<file path="config.mk">
export PLATFORM = sky130hd
export DESIGN_NAME = join_buffered
export DESIGN_NICKNAME = d
export VERILOG_FILES = /design/src/rtl/join_buffered.sv
export SDC_FILE = /design/constraint.sdc
export NUM_CORES = 1
export LEC_CHECK = 0
export BUFFER_PORTS_ARGS = -buffer_cell sky130_fd_sc_hd__buf_2
export CAP_MARGIN = 20
export CORE_ASPECT_RATIO = 1.25
export CORE_MARGIN = 1.5
export CORE_UTILIZATION = 40
export DETAILED_ROUTE_END_ITERATION = 8
export PLACE_DENSITY_LB_ADDON = 0.15
export RECOVER_POWER = 100
export SLEW_MARGIN = 20
export SYNTH_ARGS = -nofsm -noshare
export SYNTH_HDL_FRONTEND = slang
export SYNTH_SLANG_ARGS = --single-unit
</file>
<file path="constraint.sdc">
create_clock -name clk -period 5.9 [get_ports clk]
set_clock_uncertainty 0.1 [all_clocks]
set_input_delay 1.77 -clock clk [delete_from_list [all_inputs] [get_ports clk]]
set_output_delay 1.77 -clock clk [all_outputs]
set_load 0.02 [all_outputs]
</file>
<file path="src/rtl/join_buffered.sv">
// join_buffered: N-input valid/bp join with a one-entry capture slot per input.
// An early input is captured and held until the slowest input arrives. The joined
// token is then emitted with zero latency. Each input refills its slot in the same
// cycle its held token is consumed.
// Optional macro JOIN_BUFFERED_OUTPUT_REG_EN adds a one-entry output register.
// With that register, dout/dout_valid come only from flops and see one cycle of latency.
module join_buffered #(
  parameter int Width     = 8,
  parameter int NumInputs = 4
) (
  input  logic                           clk,
  input  logic                           reset,
  input  logic [NumInputs*Width-1:0]     din,
  input  logic [NumInputs-1:0]           din_valid,
  output logic [NumInputs-1:0]           din_bp,
  output logic [NumInputs*Width-1:0]     dout,
  output logic                           dout_valid,
  input  logic                           dout_bp
);

  logic [NumInputs-1:0]             captured_q, captured_d;
  logic [NumInputs-1:0][Width-1:0]  slot_q, slot_d;
  logic [NumInputs-1:0]             present;
  logic [NumInputs-1:0][Width-1:0]  joined;
  logic                             all_present;
  logic                             fire;

  // Per input: a token is present if held in the slot or offered now; slot data wins.
  always_comb begin
    present = '0;
    joined  = '0;
    for (int i = 0; i < NumInputs; i++) begin
      present[i] = captured_q[i] | din_valid[i];
      joined[i]  = captured_q[i] ? slot_q[i] : din[i*Width +: Width];
    end
  end

  assign all_present = &present;

  // A held slot blocks its input, unless that held token leaves this cycle.
  assign din_bp = captured_q & {NumInputs{~fire}};

  // Slot update: consume on fire, refill from a concurrently offered token.
  always_comb begin
    captured_d = captured_q;
    slot_d     = slot_q;
    for (int i = 0; i < NumInputs; i++) begin
      if (fire) begin
        if (captured_q[i] && din_valid[i]) begin
          slot_d[i]     = din[i*Width +: Width];
          captured_d[i] = 1'b1;
        end else begin
          captured_d[i] = 1'b0;
        end
      end else if (!captured_q[i] && din_valid[i]) begin
        slot_d[i]     = din[i*Width +: Width];
        captured_d[i] = 1'b1;
      end
    end
  end

  // Capture flags reset; slot data needs no reset because it is only read when captured.
  always_ff @(posedge clk) begin
    if (reset) begin
      captured_q <= '0;
    end else begin
      captured_q <= captured_d;
    end
    slot_q <= slot_d;
  end

`ifdef JOIN_BUFFERED_OUTPUT_REG_EN
  logic                             out_full_q, out_full_d;
  logic [NumInputs-1:0][Width-1:0]  out_data_q, out_data_d;

  // Load the output register when it is empty or draining this cycle.
  assign fire = all_present & (~out_full_q | ~dout_bp);

  // Output register next state: load on fire, otherwise empty when drained.
  always_comb begin
    out_full_d = out_full_q;
    out_data_d = out_data_q;
    if (fire) begin
      out_full_d = 1'b1;
      out_data_d = joined;
    end else if (!dout_bp) begin
      out_full_d = 1'b0;
    end
  end

  // Output register flops; data is qualified by out_full and needs no reset.
  always_ff @(posedge clk) begin
    if (reset) begin
      out_full_q <= 1'b0;
    end else begin
      out_full_q <= out_full_d;
    end
    out_data_q <= out_data_d;
  end

  assign dout       = out_data_q;
  assign dout_valid = out_full_q;
`else
  assign fire       = all_present & ~dout_bp;
  assign dout       = joined;
  assign dout_valid = all_present;
`endif

endmodule

</file>
* Word level (Yosys, flattened, before mapping) *
Index checks and enable logic that the tools add are counted.

operators by class
  mux-type cells = 28
  equal/unequal tests = 4
  reduce and logical (&&, ||, !) cells = 21
  bitwise logic cells = 8

operators with widths
  kind                                                              number
  8-bit two-way mux                                                 16
  1-bit two-way mux                                                 12
  1-bit logical AND                                                 8
  2-bit by 1-bit != test with 1-bit output (second input constant)  4
  2-bit AND reduction                                               4
  2-bit nonzero test                                                4
  4-bit bitwise AND                                                 1
  1-bit logical NOT                                                 4
  1-bit OR                                                          4
  4-bit AND reduction                                               1
  1-bit NOT                                                         2
  1-bit bitwise AND                                                 1

word-level totals
  bits of input ports = 39
  word-level logic and storage cells = 69
  output and inout bits = 37
  register bits after elaboration = 36

* Longest topological paths before layout *
Gate-level depths: netlist of the first run.

  word-level depth = 5
  depth in mapped cells = 4
  mapped depth without buffers = 3

* Least setup slack after synthesis of the first run *
OpenSTA, ideal clock, no wires.

  kind = input-to-output
  start = in din_valid[0]
  end = out dout_valid
  stages = 3
  arrival time = 2444 ps
  required time = 4030 ps
  setup slack = 1586 ps
  cells stage by stage = nor2_1 > buf_6 > nor3_1

on the way
  cells in the longest elaborated chain, start to end = 2

ends and longest elaborated chain
  element              RTL line  RTL
  from (decl)          14        input logic [NumInputs-1:0] din_valid,
  1-bit OR             33        present[i] = captured_q[i] | din_valid[i];
  4-bit AND reduction  38        assign all_present = &present;
  to (decl)            17        output logic dout_valid,

Every way passes these cells.

* Worst setup path in the final report of the first run *
  start = in din_valid[0]
  end = out din_bp[2]

on the way
  cells in the longest elaborated chain, start to end = 5

ends and longest elaborated chain
  element              RTL line  RTL
  1-bit OR             33
  4-bit AND reduction  38
  1-bit bitwise AND    104       assign fire = all_present & ~dout_bp;
  1-bit NOT            41        assign din_bp = captured_q & {NumInputs{~fire}};
  4-bit bitwise AND    41
  to (decl)            15        output logic [NumInputs-1:0] din_bp,

Every way passes these cells.

==> results.ini, run 1 <==
[critical_path]
crit_type = primary input to primary output
r2r_slack_ns = 3.24
cp_max_fo = 11
start_kind = primary input
critPathCaptureType = primary output
arrival_ns = 2.89
reg2reg_to = slot_q[18]$_DFFE_PP_
cp.required_ns = 4.03
rr_startpoint = captured_q[0]$_SDFFE_PP0P_
rr_worst_depth = 3
cp-startpoint = din_valid[0]

[detailed_routing]
first_pass_iters = 4
drtAntennaViolNets = 0
vias_per_cell = 4.88
drt-initial-drc-count = 17
route.detailed.drc = 0
via_count = 1138
wl_um = 3230
routedWlPerCell_um = 13.9

[run_status]
outcome = complete, no violations

[place]
numPortBuffers = 75
globalplace.congestion = 0.731
postPlaceCellArea_mm2 = 0.00204
post-place-ws_ns = 1.24
hpwl_um = 2460

[clock_network]
clock_latency_ns = 0.28
cts_resized = 0
clk_path_buf_depth = 2
cts_buffers = 5
ctsHtreeMaxLevel = 2
hold_buffers = 0
cts-root-buf = clkbuf_8
cts_setup_buffers = 0
clock-sinks = 36
cts_tree = yes
path_clk_slew_ns = 0.06

[cells_and_area]
final_cell_area_mm2 = 0.00207
synthToLayoutAreaGrowth_pct = 27.2
fillCellCount = 370
mostFrequentLayoutCell = clkbuf_1
drive_gt1_share_pct = 22.9
layout_common_cells = clkbuf_1, edfxtp_1, buf_2
fin_util_pct = 53.8
layout.nets = 218
num_antenna_cells = 0

[pwr]
leakage_nw = 0.732
vdd_ir_drop_max_uv = 178
total_power_w = 0.000603
powerDensity_mw_per_mm2 = 291

[floorplan]
core_area_mm2 = 0.00385
die_h_um = 74.3
ios = 76
initial_core_util_pct = 42.3
die_width_um = 60.1
dieArea_mm2 = 0.00446
fp-row-count = 25

[logic_synthesis]
synthesis.nets = 140
synthCells = 101
ys_warn_count = 0
synth_cell_types = 16
ys_ff_latch = 36
syn_avg_cell_area_um2 = 16.1
seq_area_frac_synth_pct = 64.0
syn-cell-area_mm2 = 0.00163

[sta]
max_freq_mhz = 210
slew_viol_final = 0
fin_crit_sh_pct = 80.7
fin_tns_setup_ns = 0
worst_slack_ns = 1.14
hold_viol_final = 0
min_period_ns = 4.76
slew_headroom_pct = 23.8
setup_viol = 0
rsz0062_at_grt = false
worst_slew_pin_slew_ns = 1.14

[global_routing]
grt_pass1_vias = 1160
grt_max_degree = 14
grt_pass1_wl_um = 5040
grt.total_usage_pct = 15.1
grt_antenna_before_repair = 0
grt-ovfl-total = 0

[min_path]
min_to = captured_q[2]$_SDFFE_PP0P_
min_path_cells = 2
min_from = captured_q[2]$_SDFFE_PP0P_
min_path_type = register to register

[flow_run]
drv_cap = 0

[registers in the layout (all words and copies together), names as in the netlist]
signal	flops
slot_q	32
captured_q	4
[power breakdown]
group	leakage [nW]	switching, W	internal [W]
sequential	0.339	0.0000132	0.000300
combinational	0.343	0.0000689	0.0000394
clock	0.0503	0.0000780	0.000104
[stage by stage]
step	cells	hold WS [ns]
2_1_floorplan	101	0.444
3_3_place_gp	225	0.681
3_5_place_dp	225	0.731
4_1_cts	232	0.738
5_1_grt	233	0.787
6_report	233	0.688
[cells in the mapped netlist]
cell type,number,area [um2]
a2111oi_0,3,26.3
buf_2,4,20.0
buf_6,1,11.3
dfxtp_1,4,80.1
edfxtp_1,32,961
inv_1,1,3.75
mux2_1,28,315
mux2_2,4,45.0
nor2_1,4,15.0
nor3_1,5,25.0
nor3b_1,3,22.5
nor4_1,6,37.5
o21a_1,1,7.51
o21bai_4,1,18.8
o22ai_2,1,12.5
o31a_1,3,26.3
[cells by family (layout without fill, tap and decap cells)]
logic type | after synthesis | after routing | synth area share [%]
AOI/OAI and AO/OA | 9 | 9 | 5.61
and+or+nand+nor | 18 | 18 | 6.15
buffers and inverters | 6 | 84 | 2.15
DFF | 36 | 36 | 64.0
muxes | 32 | 32 | 22.1
[worst max-delay path, cell delays in order]
cell and delay, ns:
clkbuf_1 0.09, nor2_1 0.51, o31a_1 0.26, clkbuf_1 0.25
[cell type report]
class                           instances  area, um2  area share [%]
Multi-Input combinational cell         59        541            26.1
Timing Repair Buffer                   76        322            15.5
Inverter                                1       3.75           0.181
Clock buffer                            7       96.3            4.65
Tap cell                               54       67.6            3.26
Sequential cell                        36       1040            50.3
[metal layers]
metal | up-vias | share of wire [%] | GRT usage [%]
met5 | - | 0 | 0
met3 | 4 | 5.6 | 4.52
met1 | 532 | 38 | 17.1
met4 | 0 | 1.0 | 4.44
met2 | 43 | 55 | 27.1
li1 | 559 | - | -
[worst max path at each step]
stage,slack [ns],depth (start not counted),to
floorplan,1.59,3,dout_valid
global placement,1.28,4,din_bp[1]
detailed placement,1.24,4,din_bp[3]
CTS,1.23,4,din_bp[3]
global route,1.04,4,din_bp[2]
finish,1.14,4,din_bp[2]
Note: power is estimated with default switching activity, not from simulation.
==> run 2, diff against run 1 <==
==> constraint.sdc (replaced) <==
create_clock -name clk -period 4.4 [get_ports clk]
set_clock_uncertainty 0.1 [all_clocks]
set_input_delay 1.32 -clock clk [delete_from_list [all_inputs] [get_ports clk]]
set_output_delay 1.32 -clock clk [all_outputs]
set_load 0.02 [all_outputs]
==> run 2 against run 1 <==
Net effect: critical endpoint is now din_bp[1]; combinational power is 36% higher; highest routed layer unchanged; clock power is 26% higher; wire length is 1.2% lower; utilization is 0.23 points higher; flip-flop and latch count stayed put; critical path depth stayed put; largest power group unchanged; sequential power is 34% higher.
==> results.ini, run 2 (synthesized netlist as in run 1, its figures left out) <==
[clock_network]
clock-sinks = 36
clk_path_buf_depth = 2
ctsHtreeMaxLevel = 2
clock_latency_ns = 0.28
cts_tree = yes
cts-root-buf = clkbuf_8
cts_buffers = 5
cts_resized = 0
cts_setup_buffers = 0
hold_buffers = 0
path_clk_slew_ns = 0.06

[cells_and_area]
largest_reg_flops = 32
regMostFlops = slot_q
drive_gt1_share_pct = 21.7
layout_common_cells = clkbuf_1, edfxtp_1, buf_2
mostFrequentLayoutCell = clkbuf_1
largestRegisters = slot_q x32, captured_q x4
num_antenna_cells = 0
layout.nets = 222
synthToLayoutAreaGrowth_pct = 27.7
final_cell_area_mm2 = 0.00208

[floorplan]
initial_core_util_pct = 42.3
die_width_um = 60.1
core_area_mm2 = 0.00385
dieArea_mm2 = 0.00446
fp-row-count = 25
die_h_um = 74.3
ios = 76

[place]
numPortBuffers = 75
globalplace.congestion = 0.782
hpwl_um = 2490
post-place-ws_ns = 0.863
postPlaceCellArea_mm2 = 0.00208

[detailed_routing]
drtAntennaViolNets = 0
routedWlPerCell_um = 13.4
route.detailed.drc = 0
via_count = 1142
first_pass_iters = 4
vias_per_cell = 4.80
wl_um = 3190
drt-initial-drc-count = 25

[critical_path]
critPathCaptureType = primary output
endpoint = din_bp[1]
cp_common_cell = clkbuf_1
cp-startpoint = din_valid[2]
cpPeakStageDelay_ns = 0.51
crit_type = primary input to primary output
worstPathCellList = clkbuf_1 > o21bai_1 > o31a_1 > clkbuf_1
cp_slowest_cell = o21bai_1
cp.required_ns = 2.98
rr_startpoint = captured_q[0]$_SDFFE_PP0P_
r2r_slack_ns = 2.08
rr_worst_depth = 5
start_kind = primary input
arrival_ns = 2.42
cp_max_fo = 9
reg2reg_to = slot_q[13]$_DFFE_PP_

[sta]
slew_headroom_pct = 58.8
max_freq_mhz = 261
fin_tns_setup_ns = 0
worst_slew_pin_slew_ns = 0.616
fin_crit_sh_pct = 87.2
rsz0062_at_grt = false
slew_viol_final = 0
min_period_ns = 3.84
worst_slack_ns = 0.563
setup_viol = 0
hold_viol_final = 0

[global_routing]
grt.total_usage_pct = 15.2
grt_max_degree = 14
grt_antenna_before_repair = 0
grt_pass1_vias = 1184
grt_pass1_wl_um = 5090
grt-ovfl-total = 0

[flow_run]
drv_cap = 0

[run_status]
outcome = complete, no violations

[pwr]
powerDensity_mw_per_mm2 = 383
leakage_nw = 0.732
vdd_ir_drop_max_uv = 211

[min_path]
min_path_type = register to register

## run 2: worst min-delay path by stage
stage | slack (ns) | start | endpoint | depth (start not counted)
floorplan | 0.44 | captured_q[0]$_SDFFE_PP0P_ | captured_q[0]$_SDFFE_PP0P_ | 2
global placement | 0.69 | captured_q[2]$_SDFFE_PP0P_ | captured_q[2]$_SDFFE_PP0P_ | 2
detailed placement | 0.71 | captured_q[2]$_SDFFE_PP0P_ | captured_q[2]$_SDFFE_PP0P_ | 2
CTS | 0.72 | captured_q[2]$_SDFFE_PP0P_ | captured_q[2]$_SDFFE_PP0P_ | 2
global route | 0.77 | captured_q[2]$_SDFFE_PP0P_ | captured_q[2]$_SDFFE_PP0P_ | 2
finish | 0.68 | captured_q[2]$_SDFFE_PP0P_ | captured_q[2]$_SDFFE_PP0P_ | 2
## run 2: critical path, delay by kind of cell
family	cells	cell delay, ns
AO/OA/AOI/OAI	2	0.73
buffers and inverters	2	0.37
## run 2: layout make-up
cell class	count	area [um2]
Fill cell	369	1770
Sequential cell	36	1040
Multi-Input combinational cell	59	541
Timing Repair Buffer	80	337
Clock buffer	8	90.1
Tap cell	54	67.6
Inverter	1	3.75
## run 2: power breakdown
part | internal (W) | switching [W] | total [W]
registers | 0.000402 | 0.0000176 | 0.000419
logic | 0.0000540 | 0.0000933 | 0.000147
clock network | 0.000127 | 0.000102 | 0.000230
total | 0.000583 | 0.000213 | 0.000797
## run 2: per-stage QoR
step | hold slack, ns | cells | power, W | utilization [%]
6_report | 0.678 | 238 | 0.000797 | 54.0
2_1_floorplan | 0.444 | 101 | 0.000524 | -
4_1_cts | 0.722 | 238 | 0.000826 | 56.3
3_5_place_dp | 0.709 | 230 | 0.000591 | 54.0
5_1_grt | 0.767 | 238 | 0.000837 | 54.0
3_3_place_gp | 0.690 | 230 | 0.000585 | 54.0
## run 2: metal layers
metal / GRT usage [%] / up-vias / wire length [um]
li1: - / 567 / -
met1: 17.3 / 530 / 1260
met2: 26.8 / 42 / 1710
met3: 5.04 / 3 / 189
met4: 4.44 / 0 / 32
met5: 0 / - / 0
==> run 3, diff against run 2 <==
==> constraint.sdc (replaced) <==
create_clock -name clk -period 4.5 [get_ports clk]
set_clock_uncertainty 0.1 [all_clocks]
set_input_delay 1.35 -clock clk [delete_from_list [all_inputs] [get_ports clk]]
set_output_delay 1.35 -clock clk [all_outputs]
set_load 0.02 [all_outputs]
==> run 3 against run 2 <==
Net effect: cell count is 0.42% lower; critical endpoint is now din_bp[2]; clock-buffer cell count down 1; flip-flop and latch count is the same; largest cell class unchanged; highest routed layer unchanged.
==> results.ini, run 3 (synthesized netlist as in run 1, its figures left out) <==
[critical_path]
r2r_slack_ns = 2.17
cp.required_ns = 3.05
reg2reg_to = slot_q[19]$_DFFE_PP_
cp-startpoint = din_valid[0]
crit_type = primary input to primary output
cp_max_fo = 11
arrival_ns = 2.46
rr_worst_depth = 4
critPathCaptureType = primary output
start_kind = primary input
rr_startpoint = captured_q[0]$_SDFFE_PP0P_

[sta]
max_freq_mhz = 255
slew_viol_final = 0
setup_viol = 0
fin_crit_sh_pct = 87.0
min_period_ns = 3.91
timing.hold.ws_ns = 0.701
slew_headroom_pct = 57.0
rsz0062_at_grt = false
worst_slew_pin_slew_ns = 0.642
fin_tns_setup_ns = 0
hold_viol_final = 0
worst_slack_ns = 0.586

[detailed_routing]
wl_um = 3250
via_count = 1165
drt-met1-wl_um = 1250
routedWlPerCell_um = 13.7
route.detailed.drc = 0
wl_met2_um = 1750
drt-initial-drc-count = 30
routed.top_layer = met4
vias_per_cell = 4.92
wl_met3_um = 191
drtAntennaViolNets = 0
first_pass_iters = 4

[cells_and_area]
multiInputGateArea_um2 = 541
fin_util_pct = 53.7
largestRegisters = slot_q x32, captured_q x4
fin_cells = 237
mostFrequentLayoutCell = clkbuf_1
num_antenna_cells = 0
layout_common_cells = clkbuf_1, edfxtp_1, mux2_1, buf_2, nor4_1
largest_reg_flops = 32
synthToLayoutAreaGrowth_pct = 26.8
regArea_mm2 = 0.00104
fillCellCount = 386
regMostFlops = slot_q
layout.nets = 221
drive_gt1_share_pct = 20.8

[clock_network]
clock_latency_ns = 0.28
ctsHtreeMaxLevel = 2
cts-root-buf = clkbuf_8
hold_buffers = 0
clock-sinks = 36
cts_setup_buffers = 0
cts_tree = yes
clk_path_buf_depth = 2
cts_buffers = 5
cts_resized = 0
path_clk_slew_ns = 0.07

[pwr]
seq_power_share_pct = 53.8
swShare_pct = 27.6
clock_power_share_pct = 27.4
p_sw_w = 0.000211
p_int_w = 0.000553
vdd_ir_drop_max_uv = 237
leakage_nw = 0.723
powerDensity_mw_per_mm2 = 370
combPwrFrac_pct = 18.8

[run_status]
outcome = complete, no violations

[global_routing]
grt_pass1_wl_um = 4950
grt_pass1_vias = 1107
grt_antenna_before_repair = 0
grt-ovfl-total = 0
grt.total_usage_pct = 15.3
grt_max_degree = 14

[floorplan]
die_h_um = 74.3
initial_core_util_pct = 42.3
ios = 76
die_width_um = 60.1
dieArea_mm2 = 0.00446
fp-row-count = 25
core_area_mm2 = 0.00385

[place]
dpl.cell_count = 229
hpwl_um = 2510
numPortBuffers = 75
globalplace.congestion = 0.731
post-place-ws_ns = 0.655

[min_path]
min_path_cells = 2
min_to = captured_q[2]$_SDFFE_PP0P_
min_from = captured_q[2]$_SDFFE_PP0P_
min_path_type = register to register

[flow_run]
drv_cap = 0

==> run 3: how the worst max path moves through the flow <==
stage                 end  cells past startpoint
2_1_floorplan  dout_valid                      3
3_3_place_gp    din_bp[1]                      4
3_5_place_dp    din_bp[2]                      4
4_1_cts         din_bp[2]                      4
5_1_grt         din_bp[1]                      4
6_report        din_bp[2]                      4
==> run 3: worst max-delay path, cell delays in order <==
cell	delay, ns
clkbuf_1	0.10
nor2_1	0.50
o31a_1	0.25
clkbuf_1	0.26
==> run 3: cell type report <==
type / instances / area share, %
flip-flops and latches: 36 / 50.4
multi-input cells: 59 / 26.2
clock inverters: 1 / 0.182
clock buffers: 7 / 3.70
inverters: 1 / 0.182
repair buffers: 79 / 16.1
well taps: 54 / 3.27
==> run 3: power by group through the flow <==
stage / clock [W] / sequential (W) / combinational (W)
floorplan: 0 / 0.000405 / 0.000107
global placement: 0 / 0.000416 / 0.000154
detailed placement: 0 / 0.000418 / 0.000158
CTS: 0.000220 / 0.000411 / 0.000159
global route: 0.000234 / 0.000413 / 0.000157
finish: 0.000209 / 0.000410 / 0.000144
==> run 3: routing by layer <==
metal | vias to the layer above | track usage [%]
li1 | 569 | -
met2 | 49 | 25.6
met1 | 540 | 17.3
met3 | 7 | 5.74
met5 | - | 0
met4 | 0 | 6.91
==> run 3: per-stage QoR <==
step           instance area, um2  power [W]
4_1_cts                      2150   0.000790
5_1_grt                      2060   0.000804
6_report                     2060   0.000763
3_3_place_gp                 2070   0.000571
2_1_floorplan                1630   0.000512
3_5_place_dp                 2070   0.000577
